## config.mk

```make
export PLATFORM = sky130hd
export DESIGN_NAME = mvm_uart_ctrl
export DESIGN_NICKNAME = d
export VERILOG_FILES = /design/src/rtl/mvm_uart_ctrl.sv
export SDC_FILE = /design/constraint.sdc
export NUM_CORES = 1
export LEC_CHECK = 0
export BUFFER_PORTS_ARGS = -buffer_cell sky130_fd_sc_hd__buf_2
export CAP_MARGIN = 25
export CORE_MARGIN = 2
export CORE_UTILIZATION = 50
export CTS_BUF_LIST = sky130_fd_sc_hd__clkbuf_8
export CTS_CLUSTER_SIZE = 28
export DETAILED_ROUTE_END_ITERATION = 8
export MAX_ROUTING_LAYER = met4
export PLACE_DENSITY_LB_ADDON = 0.15
export RECOVER_POWER = 50
export SYNTH_ARGS = -nofsm -noshare
export SYNTH_HDL_FRONTEND = slang
export SYNTH_SLANG_ARGS = --single-unit
```

## constraint.sdc

```tcl
create_clock -name clk -period 1.4 [get_ports clk]
set_input_delay 0.35 -clock clk [delete_from_list [all_inputs] [get_ports clk]]
set_output_delay 0.35 -clock clk [all_outputs]
set_load 0.005 [all_outputs]
```

## src/rtl/mvm_uart_ctrl.sv

```systemverilog
// Frame controller between the UART and the MVM core. It packs received bytes into one
// K/X operand frame and serializes truncated result rows back out as bytes.
module mvm_uart_ctrl #(
   parameter int R             = 2,
   parameter int C             = 2,
   parameter int W_X           = 4,
   parameter int W_K           = 4,
   parameter int W_Y_OUT       = 8,
   parameter int BITS_PER_WORD = 8,
   parameter int RX_TIMEOUT    = 1024
) (
   input  logic                                  clk,
   input  logic                                  rst,
   input  logic                                  rx_valid,
   input  logic [BITS_PER_WORD-1:0]              rx_data,
   output logic                                  kx_valid,
   input  logic                                  kx_ready,
   output logic [R*C*W_K+C*W_X-1:0]              kx_data,
   input  logic                                  y_valid,
   output logic                                  y_ready,
   input  logic [R*(W_X+W_K+$clog2(C))-1:0]      y_data,
   output logic                                  tx_valid,
   input  logic                                  tx_ready,
   output logic [BITS_PER_WORD-1:0]              tx_data,
   output logic                                  rx_overrun,
   output logic                                  rx_timeout,
   output logic                                  busy
);
   // Valid/ready: a transfer happens on every rising clk edge where valid and ready are
   // both high; the producer holds valid and data stable until that edge.
   localparam int W_Y        = W_X + W_K + $clog2(C);
   localparam int W_BUS_KX   = R*C*W_K + C*W_X;
   localparam int W_BUS_Y    = R*W_Y_OUT;
   localparam int N_WORDS_KX = W_BUS_KX / BITS_PER_WORD;
   localparam int N_WORDS_Y  = W_BUS_Y / BITS_PER_WORD;
   localparam int WCNT_W     = (N_WORDS_KX > 1) ? $clog2(N_WORDS_KX) : 1;
   localparam int OCNT_W     = (N_WORDS_Y > 1) ? $clog2(N_WORDS_Y) : 1;
   localparam int IDLE_W     = (RX_TIMEOUT > 1) ? $clog2(RX_TIMEOUT) : 1;

   typedef enum logic {S_IDLE, S_SEND} state_t;

   logic [WCNT_W-1:0]        wcnt;
   logic [IDLE_W-1:0]        idle_cnt;
   logic [W_BUS_KX-1:0]      asm_buf;
   logic [W_BUS_KX-1:0]      full_frame;
   logic                     last_byte;
   logic                     load;
   logic                     timeout_hit;
   state_t                   state_q, state_d;
   logic [OCNT_W-1:0]        ocnt;
   logic [W_BUS_Y-1:0]       out_reg;
   logic [W_BUS_Y-1:0]       y_trunc;
   logic [BITS_PER_WORD-1:0] out_words [N_WORDS_Y];
   logic                     last_out;

   // The final byte bypasses asm_buf so the frame can be published in the same cycle.
   always_comb begin
      full_frame = asm_buf;
      full_frame[(N_WORDS_KX-1)*BITS_PER_WORD +: BITS_PER_WORD] = rx_data;
   end

   assign last_byte   = rx_valid && (wcnt == WCNT_W'(N_WORDS_KX-1));
   assign load        = last_byte && (!kx_valid || kx_ready);
   assign timeout_hit = (RX_TIMEOUT != 0) && !rx_valid && (wcnt != '0) &&
                        (idle_cnt == IDLE_W'(RX_TIMEOUT-1));

   always_ff @(posedge clk) begin
      if (rst) begin
         wcnt     <= '0;
         idle_cnt <= '0;
         asm_buf  <= '0;
      end else if (rx_valid) begin
         idle_cnt <= '0;
         for (int i = 0; i < N_WORDS_KX; i++) begin
            if (wcnt == WCNT_W'(i)) asm_buf[i*BITS_PER_WORD +: BITS_PER_WORD] <= rx_data;
         end
         wcnt <= last_byte ? '0 : wcnt + 1'b1;
      end else if (timeout_hit) begin
         wcnt     <= '0;
         idle_cnt <= '0;
      end else if (wcnt != '0) begin
         idle_cnt <= idle_cnt + 1'b1;
      end
   end

   // A new frame wins over the handshake that frees the pending buffer in the same cycle.
   always_ff @(posedge clk) begin
      if (rst) begin
         kx_valid   <= 1'b0;
         kx_data    <= '0;
         rx_overrun <= 1'b0;
         rx_timeout <= 1'b0;
      end else begin
         if (load) begin
            kx_data  <= full_frame;
            kx_valid <= 1'b1;
         end else if (kx_valid && kx_ready) begin
            kx_valid <= 1'b0;
         end
         if (last_byte && !load) rx_overrun <= 1'b1;
         if (timeout_hit)        rx_timeout <= 1'b1;
      end
   end

   always_comb begin
      for (int r = 0; r < R; r++) begin
         y_trunc[r*W_Y_OUT +: W_Y_OUT] = y_data[r*W_Y +: W_Y_OUT];
      end
      for (int i = 0; i < N_WORDS_Y; i++) begin
         out_words[i] = out_reg[i*BITS_PER_WORD +: BITS_PER_WORD];
      end
   end

   assign last_out = (ocnt == OCNT_W'(N_WORDS_Y-1));

   always_ff @(posedge clk) begin
      if (rst) state_q <= S_IDLE;
      else     state_q <= state_d;
   end

   always_comb begin
      state_d  = state_q;
      y_ready  = 1'b0;
      tx_valid = 1'b0;
      tx_data  = '0;
      case (state_q)
         S_IDLE: begin
            y_ready = 1'b1;
            if (y_valid) state_d = S_SEND;
         end
         S_SEND: begin
            tx_valid = 1'b1;
            tx_data  = out_words[ocnt];
            if (tx_ready && last_out) state_d = S_IDLE;
         end
         default: state_d = S_IDLE;
      endcase
   end

   always_ff @(posedge clk) begin
      if (rst) begin
         out_reg <= '0;
         ocnt    <= '0;
      end else if (state_q == S_IDLE && y_valid) begin
         out_reg <= y_trunc;
         ocnt    <= '0;
      end else if (state_q == S_SEND && tx_ready) begin
         ocnt <= last_out ? '0 : ocnt + 1'b1;
      end
   end

   assign busy = (wcnt != '0) || kx_valid || (state_q != S_IDLE);

endmodule

```

==> flow_metrics.tcl <==
set metrics [dict create \
    async_flop_share_pct 0 \
    synth_top_area_share_pct 49.9 \
    crit_chain "mux2i_1 > nor2_1 > buf_2" \
    synth_cell_types 34 \
    dieHeight_um 80.6 \
    tns_ns -1.46 \
    cp.arrival_ns 1.19 \
    maxSlewHeadroom_pct 70.8 \
    rr_worst_depth 3 \
    drt_iter0_drc 184 \
    track_usage_pct 21.5 \
    p_leak_nw 1.55 \
    synth.most_common_cell "dfxtp_1" \
    grt_pass1_wl_um 10400 \
    wl_um 6830 \
    worstPathMaxFanout 9 \
    netlist_instances 339 \
    layout-drive-gt1-share_pct 26.5 \
    drv_cap 0 \
    cts_root_buf "clkbuf_8" \
    timing.final.ws_setup_ns -0.137 \
    r2r_start "wcnt[0]" \
    grt_max_degree 40 \
    area_growth_pct 27.9 \
    synth_top_cells_by_count "dfxtp_1, a21oi_1, nand2_1, nor2_1, o21ai_0" \
    finalMaxSlewViolations 0 \
    outcome "finished with violations" \
    postCtsHoldBufs 0 \
    port_buffers 67 \
    drc 0 \
    ys.flop_type "dfxtp_1" \
    min_path_type "in -> reg" \
    max_stage_delay_ns 0.45 \
    p_sw_mw 1.02 \
    hold-worst-slack_ns 0.239 \
    slowest_stage "dfxtp_4" \
    synth.net_count 372 \
    reg2reg_slack_ns -0.12 \
    ctsHtreeMaxLevel 3 \
    vias 2616 \
    switching_share_pct 23.0 \
    violations "negative setup slack" \
    avgSynthCellArea_um2 8.65 \
    synth_edf_count 0 \
    yosysTopAreaCell "dfxtp_1" \
    clockBufferDepth 2 \
    ys_seq_area_share_pct 49.9 \
    finalClockSkew_ns 0.00884 \
    wl_per_cell_um 13.8 \
    grt_pass1_vias 2231 \
    num_io_pins 70 \
    dieArea_mm2 0.00649 \
    die_w_um 80.6 \
    routabilityCongestion 0.816 \
    largest_register_ffs 24 \
    period_share_pct 110 \
    endpoint_kind "output port" \
    numCtsBuffers 9 \
    fin_crit_ns 1.54 \
    ys_warn_count 0 \
    dp_hpwl_um 4470 \
    syn_area_mm2 0.00293 \
    core.rowCount 27 \
    cp-start-kind "flip-flop" \
    fmax_mhz 651 \
    hold_viol 0 \
    nNetsFinal 450 \
    setup_violations 15 \
    cp_top_family "flip-flops" \
    combPwrFrac_pct 8.6 \
    viasPerCell 5.30 \
    drt-pass1-iter-count 4 \
    powerDensity_mw_per_mm2 1180 \
    r2r-end "idle_cnt[8]" \
    clock_latency_ns 0.34 \
    ys_ff_latch 73 \
    core_mm2 0.00557 \
    startpoint "last_out" \
    clkPwrFrac_pct 42.1 \
    p_seq_share_pct 49.3 \
    intPower_mw 3.42 \
    n_antenna_cell 0 \
    clock-sinks 73 \
    cp_num_buf_inv 1 \
    clk_pin_slew_ns 0.07 \
    worst-setup-path-type "reg -> out" \
    ys_top_cells_by_area "dfxtp_1, mux2i_1, a21oi_1, nand2_1, o21ai_0" \
    antenna_found_initial 0 \
    rsz0062_at_grt "yes" \
    path_depth 3 \
    drtAntennaViolNets 0 \
    tightest_slew_ns 0.437 \
    cts_tree "yes" \
    worstSetupEndpoint "tx_data[2]" \
    start_util_pct 52.6 \
    ir_drop_mv 0.753 \
    grt_overflow 0 \
    worstPathRequired_ns 1.05 \
]
routing by layer:
layer | GRT usage (%) | vias up | share of wire [%]
met5 | - | - | 0
met4 | 7.97 | 0 | 1.3
met3 | 5.73 | 9 | 5.7
met2 | 31.5 | 72 | 45
met1 | 28.6 | 1201 | 48
li1 | - | 1334 | -
logic make-up after synthesis:
group,after synthesis,synth area share (%)
and+or+nand+nor,113,17.7
DFF,73,49.9
adders and majority gates,1,0.427
muxes,25,8.54
buffers and inverters,33,4.78
xor gates and xnor gates,4,1.19
AOI/OAI and AO/OA,90,17.5
power groups by stage:
stage	clock (mW)	sequential (mW)	combinational, mW
global placement	0	2.23	0.366
global route	2.00	2.20	0.421
CTS	1.90	2.19	0.360
finish	1.87	2.19	0.381
detailed placement	0	2.23	0.369
floorplan	0	2.22	0.227
final cells by class:
| class | instances | area (um^2) |
|---|---|---|
| Tap cell | 72 | 90.1 |
| Clock inverter | 5 | 77.6 |
| Multi-Input combinational cell | 233 | 1370 |
| Sequential cell | 73 | 1470 |
| Timing Repair Buffer | 94 | 564 |
| Fill cell | 453 | 1820 |
| Inverter | 6 | 23.8 |
| Clock buffer | 11 | 151 |
tightest hold or removal path: cells and delay by family:
family / cells / cell delay (ns)
buffers and inverters: 1 / 0.09
AND/OR/NAND/NOR: 1 / 0.05
AO/OA/AOI/OAI: 1 / 0.05
cell usage in the layout (no fill, tap or decap), types with 3 or more instances in the layout:
| master | n |
|---|---|
| o21ai_0 | 28 |
| nor3_1 | 3 |
| dfxtp_2 | 4 |
| buf_2 | 52 |
| clkbuf_8 | 11 |
| clkbuf_2 | 3 |
| xor2_1 | 4 |
| a21oi_1 | 47 |
| nand2_1 | 38 |
| buf_4 | 19 |
| dfxtp_1 | 67 |
| nand3_1 | 26 |
| buf_12 | 3 |
| clkbuf_1 | 14 |
| inv_1 | 6 |
| nor2_1 | 29 |
| buf_6 | 3 |
| mux2i_1 | 25 |
stage by stage:
step           utilization [%]  worst slack, ns  instances  power (mW)  area, um^2
3_3_place_gp              62.1           0.0243        474        2.59        3460
2_1_floorplan                -           0.0579        339        2.44        2930
5_1_grt                   67.3           -0.199        494        4.61        3750
4_1_cts                   66.1           -0.145        490        4.45        3690
3_5_place_dp              62.1          -0.0246        474        2.60        3460
6_report                  67.3           -0.137        494        4.44        3750
repair_timing:
item / CTS / global route
endpoints found under the setup margin: 13 / 17
setup buffers: 1 / 4
gates resized for setup: 5 / 20
pin swaps: 0 / 6
worst min path at each step:
stage	start	endpoint	slack, ns	depth (start not counted)
after global routing	y_data[7]	out_reg[7]	0.23	3
after floorplan	out_reg[0]	out_reg[0]	0.44	2
after global placement	out_reg[13]	out_reg[13]	0.44	2
after detailed placement	out_reg[4]	out_reg[4]	0.45	2
after CTS	tx_ready	state_q	0.23	2
final	y_data[2]	out_reg[2]	0.24	3
(Power assumes the default switching activity.)
